==> config.mk <==
export PLATFORM = sky130hd
export DESIGN_NAME = mem_req_arbiter
export DESIGN_NICKNAME = d
export VERILOG_FILES = /design/src/rtl/mem_req_arbiter_pkg.sv /design/src/rtl/mem_req_arbiter_resp_id_queue.sv /design/src/rtl/mem_req_arbiter.sv
export SDC_FILE = /design/constraint.sdc
export NUM_CORES = 1
export LEC_CHECK = 0
export ABC_AREA = 1
export BUFFER_PORTS_ARGS = -buffer_cell sky130_fd_sc_hd__buf_2
export CORE_AREA = 2 2 112 114
export CTS_CLUSTER_SIZE = 28
export DETAILED_ROUTE_END_ITERATION = 16
export DIE_AREA = 0 0 114 116
export HOLD_SLACK_MARGIN = 0.08
export SYNTH_ARGS = -nofsm -noshare
export SYNTH_HDL_FRONTEND = slang
export SYNTH_SLANG_ARGS = --single-unit
==> constraint.sdc <==
create_clock -name clk -period 2.1 [get_ports clk]
set_input_delay 0.105 -clock clk [delete_from_list [all_inputs] [get_ports clk]]
set_output_delay 0.105 -clock clk [all_outputs]
set_load 0.01 [all_outputs]
==> src/rtl/mem_req_arbiter_pkg.sv <==
// +-----------------------------------------------------------------------+
// | mem_req_arbiter_pkg : shared types for the data-side request arbiter  |
// | Rev 1.0                                                               |
// +-----------------------------------------------------------------------+
`default_nettype none

package mem_req_arbiter_pkg;

  typedef enum logic [0:0] {
    PORT0 = 1'b0,
    PORT1 = 1'b1
  } mem_port_id_t;

  // Request fields travel as one unit so the grant mux is a single select.
  typedef struct packed {
    logic [31:0] addr;
    logic        we;
    logic [1:0]  size;
    logic [3:0]  wstrb;
    logic [31:0] wdata;
  } mem_req_t;

  typedef struct packed {
    mem_port_id_t id;
    logic         discard;
  } resp_entry_t;

endpackage

`default_nettype wire

==> src/rtl/mem_req_arbiter_resp_id_queue.sv <==
// +-----------------------------------------------------------------------+
// | mem_req_arbiter_resp_id_queue : in-order FIFO of {id, discard}        |
// | Rev 1.0                                                               |
// +-----------------------------------------------------------------------+
`default_nettype none

module mem_req_arbiter_resp_id_queue
  import mem_req_arbiter_pkg::*;
#(
  parameter  int DEPTH = 4,
  localparam int PW    = $clog2(DEPTH),
  localparam int CW    = PW + 1
) (
  input  logic          clk,
  input  logic          resetn,
  input  logic          push,
  input  mem_port_id_t  push_id,
  input  logic          pop,
  input  logic          flush,
  output resp_entry_t   head,
  output logic [CW-1:0] count,
  output logic          full
);

  resp_entry_t   entries_q [DEPTH];
  resp_entry_t   entries_d [DEPTH];
  logic [PW-1:0] head_ptr_q, head_ptr_d;
  logic [PW-1:0] tail_ptr_q, tail_ptr_d;
  logic [CW-1:0] count_q, count_d;

  always_comb begin
    entries_d  = entries_q;
    head_ptr_d = head_ptr_q;
    tail_ptr_d = tail_ptr_q;
    count_d    = count_q;
    // Marking stale slots too is harmless: a push always rewrites discard.
    if (flush) begin
      for (int i = 0; i < DEPTH; i++) begin
        entries_d[i].discard = 1'b1;
      end
    end
    if (push) begin
      entries_d[tail_ptr_q] = '{id: push_id, discard: 1'b0};
      tail_ptr_d            = tail_ptr_q + PW'(1);
    end
    if (pop) begin
      head_ptr_d = head_ptr_q + PW'(1);
    end
    case ({push, pop})
      2'b10:   count_d = count_q + CW'(1);
      2'b01:   count_d = count_q - CW'(1);
      default: count_d = count_q;
    endcase
  end

  always_ff @(posedge clk or negedge resetn) begin
    if (!resetn) begin
      for (int i = 0; i < DEPTH; i++) begin
        entries_q[i] <= '0;
      end
      head_ptr_q <= '0;
      tail_ptr_q <= '0;
      count_q    <= '0;
    end else begin
      entries_q  <= entries_d;
      head_ptr_q <= head_ptr_d;
      tail_ptr_q <= tail_ptr_d;
      count_q    <= count_d;
    end
  end

  assign head  = entries_q[head_ptr_q];
  assign count = count_q;
  assign full  = (count_q == CW'(DEPTH));

endmodule

`default_nettype wire

==> src/rtl/mem_req_arbiter.sv <==
// +-----------------------------------------------------------------------+
// | mem_req_arbiter : shares one dcache request port between two pipes    |
// | Rev 1.0                                                               |
// +-----------------------------------------------------------------------+
`default_nettype none

module mem_req_arbiter
  import mem_req_arbiter_pkg::*;
#(
  parameter int MAX_OUTSTANDING = 4
) (
  input  logic        clk,
  input  logic        resetn,
  input  logic        flush,

  input  logic        req0_valid,
  input  logic [31:0] req0_addr,
  input  logic        req0_we,
  input  logic [1:0]  req0_size,
  input  logic [3:0]  req0_wstrb,
  input  logic [31:0] req0_wdata,
  output logic        req0_addr_ok,
  output logic        req0_data_ok,

  input  logic        req1_valid,
  input  logic [31:0] req1_addr,
  input  logic        req1_we,
  input  logic [1:0]  req1_size,
  input  logic [3:0]  req1_wstrb,
  input  logic [31:0] req1_wdata,
  output logic        req1_addr_ok,
  output logic        req1_data_ok,

  output logic [31:0] rdata,

  output logic        dc_valid,
  output logic [31:0] dc_addr,
  output logic        dc_we,
  output logic [1:0]  dc_size,
  output logic [3:0]  dc_wstrb,
  output logic [31:0] dc_wdata,
  input  logic        dc_addr_ok,
  input  logic        dc_data_ok,
  input  logic [31:0] dc_rdata,

  output logic        busy
);

  localparam int CW = $clog2(MAX_OUTSTANDING) + 1;

  logic          grant0, grant1;
  logic          can_issue;
  logic          acc;
  logic          resp;
  mem_port_id_t  grant_id;
  mem_req_t      req0, req1, req_sel;
  resp_entry_t   head;
  logic [CW-1:0] count;
  logic          full;
  logic          spurious_resp_q, spurious_resp_d;

  assign req0 = '{addr: req0_addr, we: req0_we, size: req0_size,
                  wstrb: req0_wstrb, wdata: req0_wdata};
  assign req1 = '{addr: req1_addr, we: req1_we, size: req1_size,
                  wstrb: req1_wstrb, wdata: req1_wdata};

  // Fixed priority to pipe 0 keeps older-slot requests ahead in program order.
  always_comb begin
    grant0    = req0_valid;
    grant1    = req1_valid && !req0_valid;
    grant_id  = grant1 ? PORT1 : PORT0;
    req_sel   = grant1 ? req1 : req0;
    can_issue = !flush && !full;
    dc_valid  = can_issue && (req0_valid || req1_valid);
    acc       = dc_valid && dc_addr_ok;
    resp      = dc_data_ok && (count != '0);
  end

  always_comb begin
    dc_addr      = req_sel.addr;
    dc_we        = req_sel.we;
    dc_size      = req_sel.size;
    dc_wstrb     = req_sel.wstrb;
    dc_wdata     = req_sel.wdata;
    req0_addr_ok = grant0 && can_issue && dc_addr_ok;
    req1_addr_ok = grant1 && can_issue && dc_addr_ok;
    req0_data_ok = resp && (head.id == PORT0) && !head.discard;
    req1_data_ok = resp && (head.id == PORT1) && !head.discard;
    rdata        = dc_rdata;
    busy         = (count != '0);
  end

  // Sticky debug flag for a response arriving with nothing outstanding.
  always_comb begin
    spurious_resp_d = spurious_resp_q || (dc_data_ok && (count == '0));
  end

  always_ff @(posedge clk or negedge resetn) begin
    if (!resetn) begin
      spurious_resp_q <= 1'b0;
    end else begin
      spurious_resp_q <= spurious_resp_d;
    end
  end

  mem_req_arbiter_resp_id_queue #(
    .DEPTH (MAX_OUTSTANDING)
  ) u_resp_id_queue (
    .clk     (clk),
    .resetn  (resetn),
    .push    (acc),
    .push_id (grant_id),
    .pop     (resp),
    .flush   (flush),
    .head    (head),
    .count   (count),
    .full    (full)
  );

endmodule

`default_nettype wire

==> flow_summary.ini, run 1 <==
[synthesis]
ys_seq_elements = 15
synth_xor_area_frac = 0.0172
synthSimpleGateAreaFrac = 0.511
synth_top_family_by_area = simple AND/OR/NAND/NOR gates
syn_nets = 552
synth_compound_area_frac = 0.0442
muxShareOfSynthArea = 0
synthCells = 365
synth_cell_type_count = 22
synth_fa_ha_area_frac = 0.0405
syn_area_um2 = 2040
syn_area_per_cell_um2 = 5.58
ys_seq_area_frac = 0.184
ys_warn_count = 0

[routing]
drc = 0
wire_per_inst_um = 10.9
drt_pass1_iterations = 5
drt_iter0_drc = 135
via_per_inst = 3.86
ant_nets = 0
dr_total_vias = 2695
routed_wl_mm = 7.63

[worst_setup_path]
crit_path_top_delay_cell = dfrtp_1
crit_fanout = 6
cpPeakStageDelay_ps = 430
crit_path_cell_trace = nor2_4, nand2_4, nand4_4, ha_1, inv_1, fa_1, a21oi_1, o21ai_0, xor2_1
critPathKind = register to register
reg2reg_setup_slack_ps = 200
cp.arrival_ps = 2030
timing.critical_path.to = u_resp_id_queue.count[2]$_DFFE_PN0P_
cp-start-kind = register
reg2reg_from = u_resp_id_queue.count[0]$_DFFE_PN0P_
endpoint_kind = register
worstReg2RegEnd = u_resp_id_queue.count[2]$_DFFE_PN0P_
rr_worst_depth = 9
worstSetupStartpoint = u_resp_id_queue.count[0]$_DFFE_PN0P_
required_ps = 2220

[die]
die_area_um2 = 13200
die_h_um = 116
rows = 40
ios = 290
die_w_um = 114
start_util = 0.171
core_region_area_um2 = 11900

[power]
leakagePower_nw = 2.05
peakVddDrop_uv = 254
power_w = 0.00197
p_per_area_nw_per_um2 = 625

[timing]
fin_skew_ps = 4.75
hold_viol_final = 0
slew_viol_final = 0
finalSetupViolCount = 0
final.period_utilization = 0.906
relSlewSlack = 0.626
setup_tns_ps = 0
maxClockFrequency_mhz = 526
rsz0062_at_grt = no
finalCriticalPeriod_ps = 1900
tightest_slew_ps = 561

[place]
dp.final_hpwl_mm = 6.40
port_buffers = 225
gp_congestion = 0.769

[final_layout]
final_common_cell = nand2_1
final_cell_mix = nand2_1 (230), buf_2 (225), inv_1 (19), dfrtp_1 (15)
antenna_cells = 0
final_nets = 739
area_delta_synth_final_pct = 54.6
drive_above_1_share = 0.441

[grt]
antenna_found_initial = 0
grt_pass1_wl_mm = 11.8
grt_usage = 0.108
grt_max_degree = 60
grt_pass1_vias = 2493
grt_overflow = 0

[clock_network]
cts-root-buf = clkbuf_16
cts_sinks = 15
htreeDepth = 1
cts_tree = done
cts_buffers = 3
insertion_delay_ps = 250
clk_pin_slew_worst_paths_ps = 50
cts_buffer_depth = 2

[status]
status = finished, final reports clean

[job]
max-cap-violations = 0

[min_path]
hp-class = input pin to register
cell families after synthesis:
group / count (synthesis)
adders and majority gates: 6
DFF: 15
xor gates and xnor gates: 4
AOI/OAI and AO/OA: 16
and+or+nand+nor: 255
buffers and inverters: 69
metrics by stage:
stage          hold slack [ps]  cell area (µm²)  setup slack, ps  utilization  cells
2_1_floorplan             -191             2040              281            -    365
3_3_place_gp              33.2             3050              203        0.256    693
3_5_place_dp              38.7             3050              165        0.256    693
4_1_cts                    164             3150              155        0.264    698
5_1_grt                    176             3150             28.9        0.264    698
6_report                   168             3150              198        0.264    698
Yosys cell counts:
cell type | number | area share
buf_2 | 9 | 0.022
nor2_2 | 1 | 0.0031
nor2_1 | 9 | 0.017
inv_1 | 19 | 0.035
nand2_4 | 2 | 0.011
buf_4 | 38 | 0.14
a21oi_1 | 9 | 0.022
nand4_4 | 1 | 0.010
nor2_4 | 1 | 0.0055
nor2_8 | 1 | 0.0098
xnor2_1 | 1 | 0.0043
nand2_2 | 1 | 0.0031
inv_2 | 3 | 0.0055
nand3_4 | 1 | 0.0086
nand3_1 | 8 | 0.020
xor2_1 | 3 | 0.013
ha_1 | 5 | 0.031
dfrtp_1 | 15 | 0.18
o21bai_1 | 4 | 0.015
fa_1 | 1 | 0.0098
o21ai_0 | 3 | 0.0074
nand2_1 | 230 | 0.42
report_power, final:
| part | switching (W) | internal, W |
|---|---|---|
| Combinational | 0.000605 | 0.000463 |
| Clock | 0.000128 | 0.000257 |
| Sequential | 0.0000998 | 0.000415 |
final cells by class:
cell class,count,area [µm²]
Timing Repair Buffer,229,1170
Tap cell,147,184
Multi-Input combinational cell,281,1250
Inverter,22,82.6
Fill cell,1402,8760
Sequential cell,15,375
Clock inverter,1,7.51
Clock buffer,3,75.1
per-layer routing:
metal | vias to the layer above | GRT usage | wire length [µm]
li1 | 1430 | - | -
met1 | 1120 | 0.137 | 3270
met2 | 128 | 0.188 | 3700
met3 | 17 | 0.0251 | 540
met4 | 0 | 0.0211 | 114
met5 | - | 0 | 0
how the worst min path moves through the flow:
| stage | end | startpoint | slack, ps | depth (start not counted) |
|---|---|---|---|---|
| 2_1_floorplan | u_resp_id_queue.count[0]$_DFFE_PN0P_ | resetn | -190 | 0 |
| 3_3_place_gp | u_resp_id_queue.count[1]$_DFFE_PN0P_ | resetn | 30 | 1 |
| 3_5_place_dp | u_resp_id_queue.count[1]$_DFFE_PN0P_ | resetn | 40 | 1 |
| 4_1_cts | u_resp_id_queue.entries_q[0]$_DFF_PN0_ | flush | 160 | 3 |
| 5_1_grt | u_resp_id_queue.entries_q[4]$_DFF_PN0_ | flush | 180 | 3 |
| 6_report | u_resp_id_queue.entries_q[0]$_DFF_PN0_ | flush | 170 | 3 |
registers in the layout, indices dropped and copies added (netlist names):
signal	count
u_resp_id_queue.count	3
u_resp_id_queue.entries_q	8
u_resp_id_queue.head_ptr_q	2
u_resp_id_queue.tail_ptr_q	2
critical path, delay by kind of cell (launching register included):
kind	cells	cell delay, ps
adder cells (fa/ha/maj)	2	540
AND/OR/NAND/NOR	3	360
buffers and inverters	1	60
flip-flops	1	430
XOR/XNOR	1	150
AO/OA/AOI/OAI	2	250
timing repair:
| action | 4_1_cts | 5_1_grt |
|---|---|---|
| gates resized for setup | 0 | 1 |
| endpoints found under the hold margin | 15 | 0 |
| buffers inserted | 0 | 0 |
| endpoints found under the setup margin | 0 | 1 |
| hold buffers | 1 | 0 |
Note: power is estimated with default switching activity, not from simulation.
==> run 2: changes to the inputs <==
==> constraint.sdc (replaced) <==
create_clock -name clk -period 2.1 [get_ports clk]
set_input_delay 0.105 -clock clk [delete_from_list [all_inputs] [get_ports clk]]
set_output_delay 0.105 -clock clk [all_outputs]
set_load 0.05 [all_outputs]
==> flow_summary.ini, run 2 (synthesis results as in run 1) <==
[final_layout]
seqCellArea_um2 = 375
antenna_cells = 0
fillers = 1412
final_common_cell = nand2_1
multi_input_comb_area_um2 = 1250
final_nets = 739
final_cell_mix = nand2_1 (230), buf_2 (225), inv_1 (19), dfrtp_1 (15)
largest_register_ff_count = 8
regMostFlops = u_resp_id_queue.entries_q
area_delta_synth_final_pct = 54.2
postLayoutCoreUtil = 0.264
drive_above_1_share = 0.441

[worst_setup_path]
worstSetupStartpoint = u_resp_id_queue.count[0]$_DFFE_PN0P_
endpoint_kind = register
crit_path_top_delay_cell = dfrtp_1
timing.critical_path.to = u_resp_id_queue.count[2]$_DFFE_PN0P_
worstReg2RegEnd = u_resp_id_queue.count[2]$_DFFE_PN0P_
cp-start-kind = register
critPathKind = register to register
reg2reg_from = u_resp_id_queue.count[0]$_DFFE_PN0P_
required_ps = 2220
cpPeakStageDelay_ps = 410
reg2reg_setup_slack_ps = 170
cp.arrival_ps = 2050
crit_fanout = 6
rr_worst_depth = 9
crit_path_cell_trace = nor2_2, nand2_4, nand4_4, ha_1, inv_1, fa_1, a21oi_1, o21ai_0, xor2_1

[clock_network]
cts-root-buf = clkbuf_16
postCtsSetupBuffers = 0
cts_tree = done
cts_buffer_depth = 2
insertion_delay_ps = 250
cts_sinks = 15
clk_pin_slew_worst_paths_ps = 50
htreeDepth = 1
cts_buffers = 3

[timing]
finalSetupViolCount = 0
setup_tns_ps = 0
final.period_utilization = 0.917
relSlewSlack = 0.627
finalCriticalPeriod_ps = 1930
hold_viol_final = 0
tightest_slew_ps = 559
rsz0062_at_grt = no
maxClockFrequency_mhz = 519
fin_skew_ps = 5.43
slew_viol_final = 0

[min_path]
hp-class = input pin to register

[place]
port_buffers = 225
gp_congestion = 0.761
dp.final_hpwl_mm = 6.43

[grt]
antenna_found_initial = 0
grt_pass1_vias = 2627
grt_overflow = 0
grt_usage = 0.110
grt_pass1_wl_mm = 12.0
grt_max_degree = 60

[routing]
via_per_inst = 3.91
wire_per_inst_um = 11.1
ant_nets = 0
drt_pass1_iterations = 4
routed_wl_mm = 7.74
drt_iter0_drc = 123
dr_total_vias = 2729
drc = 0

[job]
max-cap-violations = 0

[status]
status = finished, final reports clean

[die]
die_w_um = 114
die_h_um = 116
die_area_um2 = 13200
start_util = 0.171
core_region_area_um2 = 11900
ios = 290
rows = 40

[power]
leakagePower_nw = 2.05
p_per_area_nw_per_um2 = 761
peakVddDrop_uv = 287
-- run 2: changes by cell type in the layout (fill, tap and decap cells not counted), sizes merged --
cell	delta
clkinv	+1
clkinvlp	-1
-- run 2: worst min path at each step --
stage | to | startpoint | depth (start not counted) | slack [ps]
after detailed placement | u_resp_id_queue.head_ptr_q[0]$_DFFE_PN0P_ | resetn | 1 | 40
after CTS | u_resp_id_queue.entries_q[4]$_DFF_PN0_ | flush | 3 | 190
after global routing | u_resp_id_queue.entries_q[2]$_DFF_PN0_ | flush | 3 | 200
final | u_resp_id_queue.entries_q[4]$_DFF_PN0_ | flush | 3 | 180
after global placement | u_resp_id_queue.head_ptr_q[0]$_DFFE_PN0P_ | resetn | 1 | 30
after floorplan | u_resp_id_queue.count[0]$_DFFE_PN0P_ | resetn | 0 | -190
-- run 2: layout make-up --
class	count	share of cell area
clock inverters	1	0.00159
well taps	147	0.0585
clock buffers	3	0.0239
inverters	22	0.0263
multi-input cells	281	0.398
repair buffers	229	0.373
flip-flops and latches	15	0.119
-- run 2: worst max-delay path, delay by kind of cell, from the launching register on --
kind / cells / cell delay [ps]
adder cells (fa/ha/maj): 2 / 530
flip-flops: 1 / 410
AND/OR/NAND/NOR: 3 / 400
AO/OA/AOI/OAI: 2 / 240
XOR/XNOR: 1 / 150
buffers and inverters: 1 / 70
-- run 2: power by group --
group,internal [W],switching [W],total [W]
Clock,0.000254,0.000121,0.000376
Sequential,0.000416,0.0000949,0.000511
Combinational,0.000461,0.00104,0.00151
Total,0.00113,0.00126,0.00239
-- run 2: per-stage QoR --
stage	area, µm²	instances	hold slack (ps)	worst slack (ps)	total power, W
2_1_floorplan	2040	365	-191	156	0.00176
3_3_place_gp	3050	693	32.7	202	0.00200
3_5_place_dp	3050	693	38.5	173	0.00202
4_1_cts	3140	698	185	161	0.00241
5_1_grt	3140	698	195	4.84	0.00260
6_report	3140	698	184	174	0.00239
-- run 2: per-layer routing --
metal	routed length [µm]	part of all wire	GRT usage	vias up
met2	3810	0.49	0.200	132
met4	50	0.0065	0.0179	0
li1	-	-	-	1434
met1	3320	0.43	0.133	1155
met3	552	0.071	0.0277	8
met5	0	0	0	-
-- run 2: what timing repair did --
item,CTS,global route
hold buffers,1,0
endpoints found under the hold margin,15,0
gates resized for setup,0,0
==> run 3: changes to the inputs <==
Settings changed: ABC_AREA 1 to unset.
==> flow_summary.ini, run 3 <==
[synthesis]
synthTopCellsByArea = mux2_2 (41%), dfrtp_1 (19%), buf_4 (15%)
synthFlopType = dfrtp_1
synth_edf_count = 0
ys_seq_area_frac = 0.194
async_reset_ff_frac = 1.00
synth_fa_ha_area_frac = 0.0426
synth_compound_area_frac = 0.0465
syn_area_um2 = 1940
muxShareOfSynthArea = 0.448
syn_area_per_cell_um2 = 10.7
yosysMostFrequentCell = mux2_2
synthSimpleGateAreaFrac = 0.0690
synth_xor_area_frac = 0.0271
syn_nets = 368
synth_top_area_cell = mux2_2
synth_top_family_by_area = multiplexers
yosysTopAreaCellShare = 0.412
synth_cell_type_count = 29
ys_seq_elements = 15
ys_warn_count = 0
synth_common_cells = mux2_2 (71), buf_4 (39), dfrtp_1 (15)
synthCells = 181

[power]
power_w = 0.00235
leakagePower_nw = 1.58
peakVddDrop_uv = 799
p_per_area_nw_per_um2 = 756

[final_layout]
instances_no_fill = 526
regMostFlops = u_resp_id_queue.entries_q
postLayoutCoreUtil = 0.261
final_cell_mix = buf_2 (225), mux2_2 (71), dfrtp_1 (14), nor2_1 (6), inv_1 (6)
area_delta_synth_final_pct = 60.2
final_nets = 561
fillers = 1263
largest_register_ff_count = 8
multi_input_comb_area_um2 = 1250
seqCellArea_um2 = 377
final_common_cell = buf_2
drive_above_1_share = 0.861

[worst_setup_path]
required_ps = 2270
reg2reg_setup_slack_ps = 150
rr_worst_depth = 10
cp.arrival_ps = 2120
reg2reg_from = u_resp_id_queue.count[0]$_DFFE_PN0P_
cp-start-kind = register
critPathKind = register to register
endpoint_kind = register
worstReg2RegEnd = u_resp_id_queue.count[2]$_DFFE_PN0P_
crit_fanout = 5

[timing]
fin_skew_ps = 1.32
tightest_slew_ps = 378
hold_viol_final = 0
final.period_utilization = 0.928
fin_ws_ps = 150
finalCriticalPeriod_ps = 1950
maxClockFrequency_mhz = 513
finalSetupViolCount = 0
slew_viol_final = 0
whs_ps = 190
relSlewSlack = 0.748
rsz0062_at_grt = no

[place]
port_buffers = 225
place_inst = 515
place_ws_ps = 99.9
dp.final_hpwl_mm = 7.21
gp_congestion = 0.801

[clock_network]
postCtsSetupBuffers = 0
clk_pin_slew_worst_paths_ps = 50
cts_sinks = 15
cts_buffer_depth = 2
cts_buffers = 3
htreeDepth = 1
cts_tree = done
cts-root-buf = clkbuf_16
insertion_delay_ps = 250

[routing]
drt_iter0_drc = 49
drc = 0
wire_per_inst_um = 15.8
drt_pass1_iterations = 4
ant_nets = 0
via_per_inst = 4.09
routed_wl_mm = 8.31
dr_total_vias = 2150

[die]
core_region_area_um2 = 11900
die_area_um2 = 13200
rows = 40
ios = 290
die_h_um = 116
start_util = 0.163
die_w_um = 114

[status]
status = finished, final reports clean

[grt]
grt_pass1_wl_mm = 11.1
grt_pass1_vias = 2054
grt_usage = 0.113
grt_max_degree = 73
antenna_found_initial = 7
grt_overflow = 0

[min_path]
hold_start = dc_data_ok
hp-class = input pin to register
min_to = u_resp_id_queue.head_ptr_q[0]$_DFFE_PN0P_
hold_depth = 4

[job]
max-cap-violations = 0
-- run 3: changes by cell type in the layout (fill, tap and decap cells not counted), sizes merged, moves of 3 or more --
cell | before | now
nand3 | 9 | 0
diode | 0 | 6
nor2 | 12 | 6
nor3b | 0 | 3
inv | 22 | 7
nand2 | 233 | 2
o21ai | 3 | 0
a41oi | 0 | 4
mux2 | 0 | 72
o21bai | 4 | 0
-- run 3: layout make-up --
class	instances	area share
clock buffer	4	0.0254
timing repair buffer	229	0.377
tap	147	0.0592
inverter	7	0.00846
multi-input combinational	118	0.404
antenna	6	0.00483
sequential	15	0.121
-- run 3: worst max path at each step --
| stage | from | endpoint | cells past startpoint |
|---|---|---|---|
| 6_report | u_resp_id_queue.count[0]$_DFFE_PN0P_ | u_resp_id_queue.count[2]$_DFFE_PN0P_ | 10 |
| 5_1_grt | u_resp_id_queue.count[0]$_DFFE_PN0P_ | u_resp_id_queue.count[2]$_DFFE_PN0P_ | 10 |
| 4_1_cts | u_resp_id_queue.count[0]$_DFFE_PN0P_ | u_resp_id_queue.count[2]$_DFFE_PN0P_ | 9 |
| 3_5_place_dp | u_resp_id_queue.count[0]$_DFFE_PN0P_ | u_resp_id_queue.count[2]$_DFFE_PN0P_ | 9 |
| 3_3_place_gp | u_resp_id_queue.count[0]$_DFFE_PN0P_ | u_resp_id_queue.count[2]$_DFFE_PN0P_ | 10 |
| 2_1_floorplan | u_resp_id_queue.head_ptr_q[0]$_DFFE_PN0P_ | req0_data_ok | 2 |
-- run 3: per-stage QoR --
step | TNS (ps) | instance area (µm²)
6_report | 0 | 3110
5_1_grt | 0 | 3100
4_1_cts | 0 | 3080
3_5_place_dp | 0 | 2990
3_3_place_gp | 0 | 2990
2_1_floorplan | -18.1 | 1940
-- run 3: routing by layer --
layer  routed length [µm]  track usage  vias up
met1                 3260        0.132      977
li1                     -            -     1007
met5                   13            0        -
met3                 1350       0.0717       11
met2                 3600        0.173      153
met4                   93       0.0309        2
-- run 3: kinds of logic (layout without fill, tap and decap cells) --
family / Yosys count / after routing
flops: 15 / 15
mux: 75 / 75
buf+inv: 48 / 240
other cells: 0 / 6
fa+ha+maj: 6 / 6
compound gates: 12 / 12
xor+xnor: 6 / 6
simple gates: 19 / 19
-- run 3: worst max-delay path, stage by stage (launching register included) --
cell and delay (ps):
dfrtp_2 440, nor3b_2 180, buf_4 140, nor3b_4 40, inv_1 60, ha_1 170, inv_1 60, fa_1 380
xor2_1 150, nor2_1 110, xor2_1 150
-- run 3: what timing repair did --
action | in CTS | in global routing
resized for setup | 0 | 4
hold endpoints to repair | 15 | 0
setup endpoints to repair | 0 | 1
hold buffers | 1 | 0
-- run 3: where the power goes --
| group | total [W] | internal [W] | switching [W] |
|---|---|---|---|
| combinational | 0.00143 | 0.000565 | 0.000862 |
| sequential | 0.000547 | 0.000421 | 0.000125 |
| clock | 0.000376 | 0.000257 | 0.000119 |
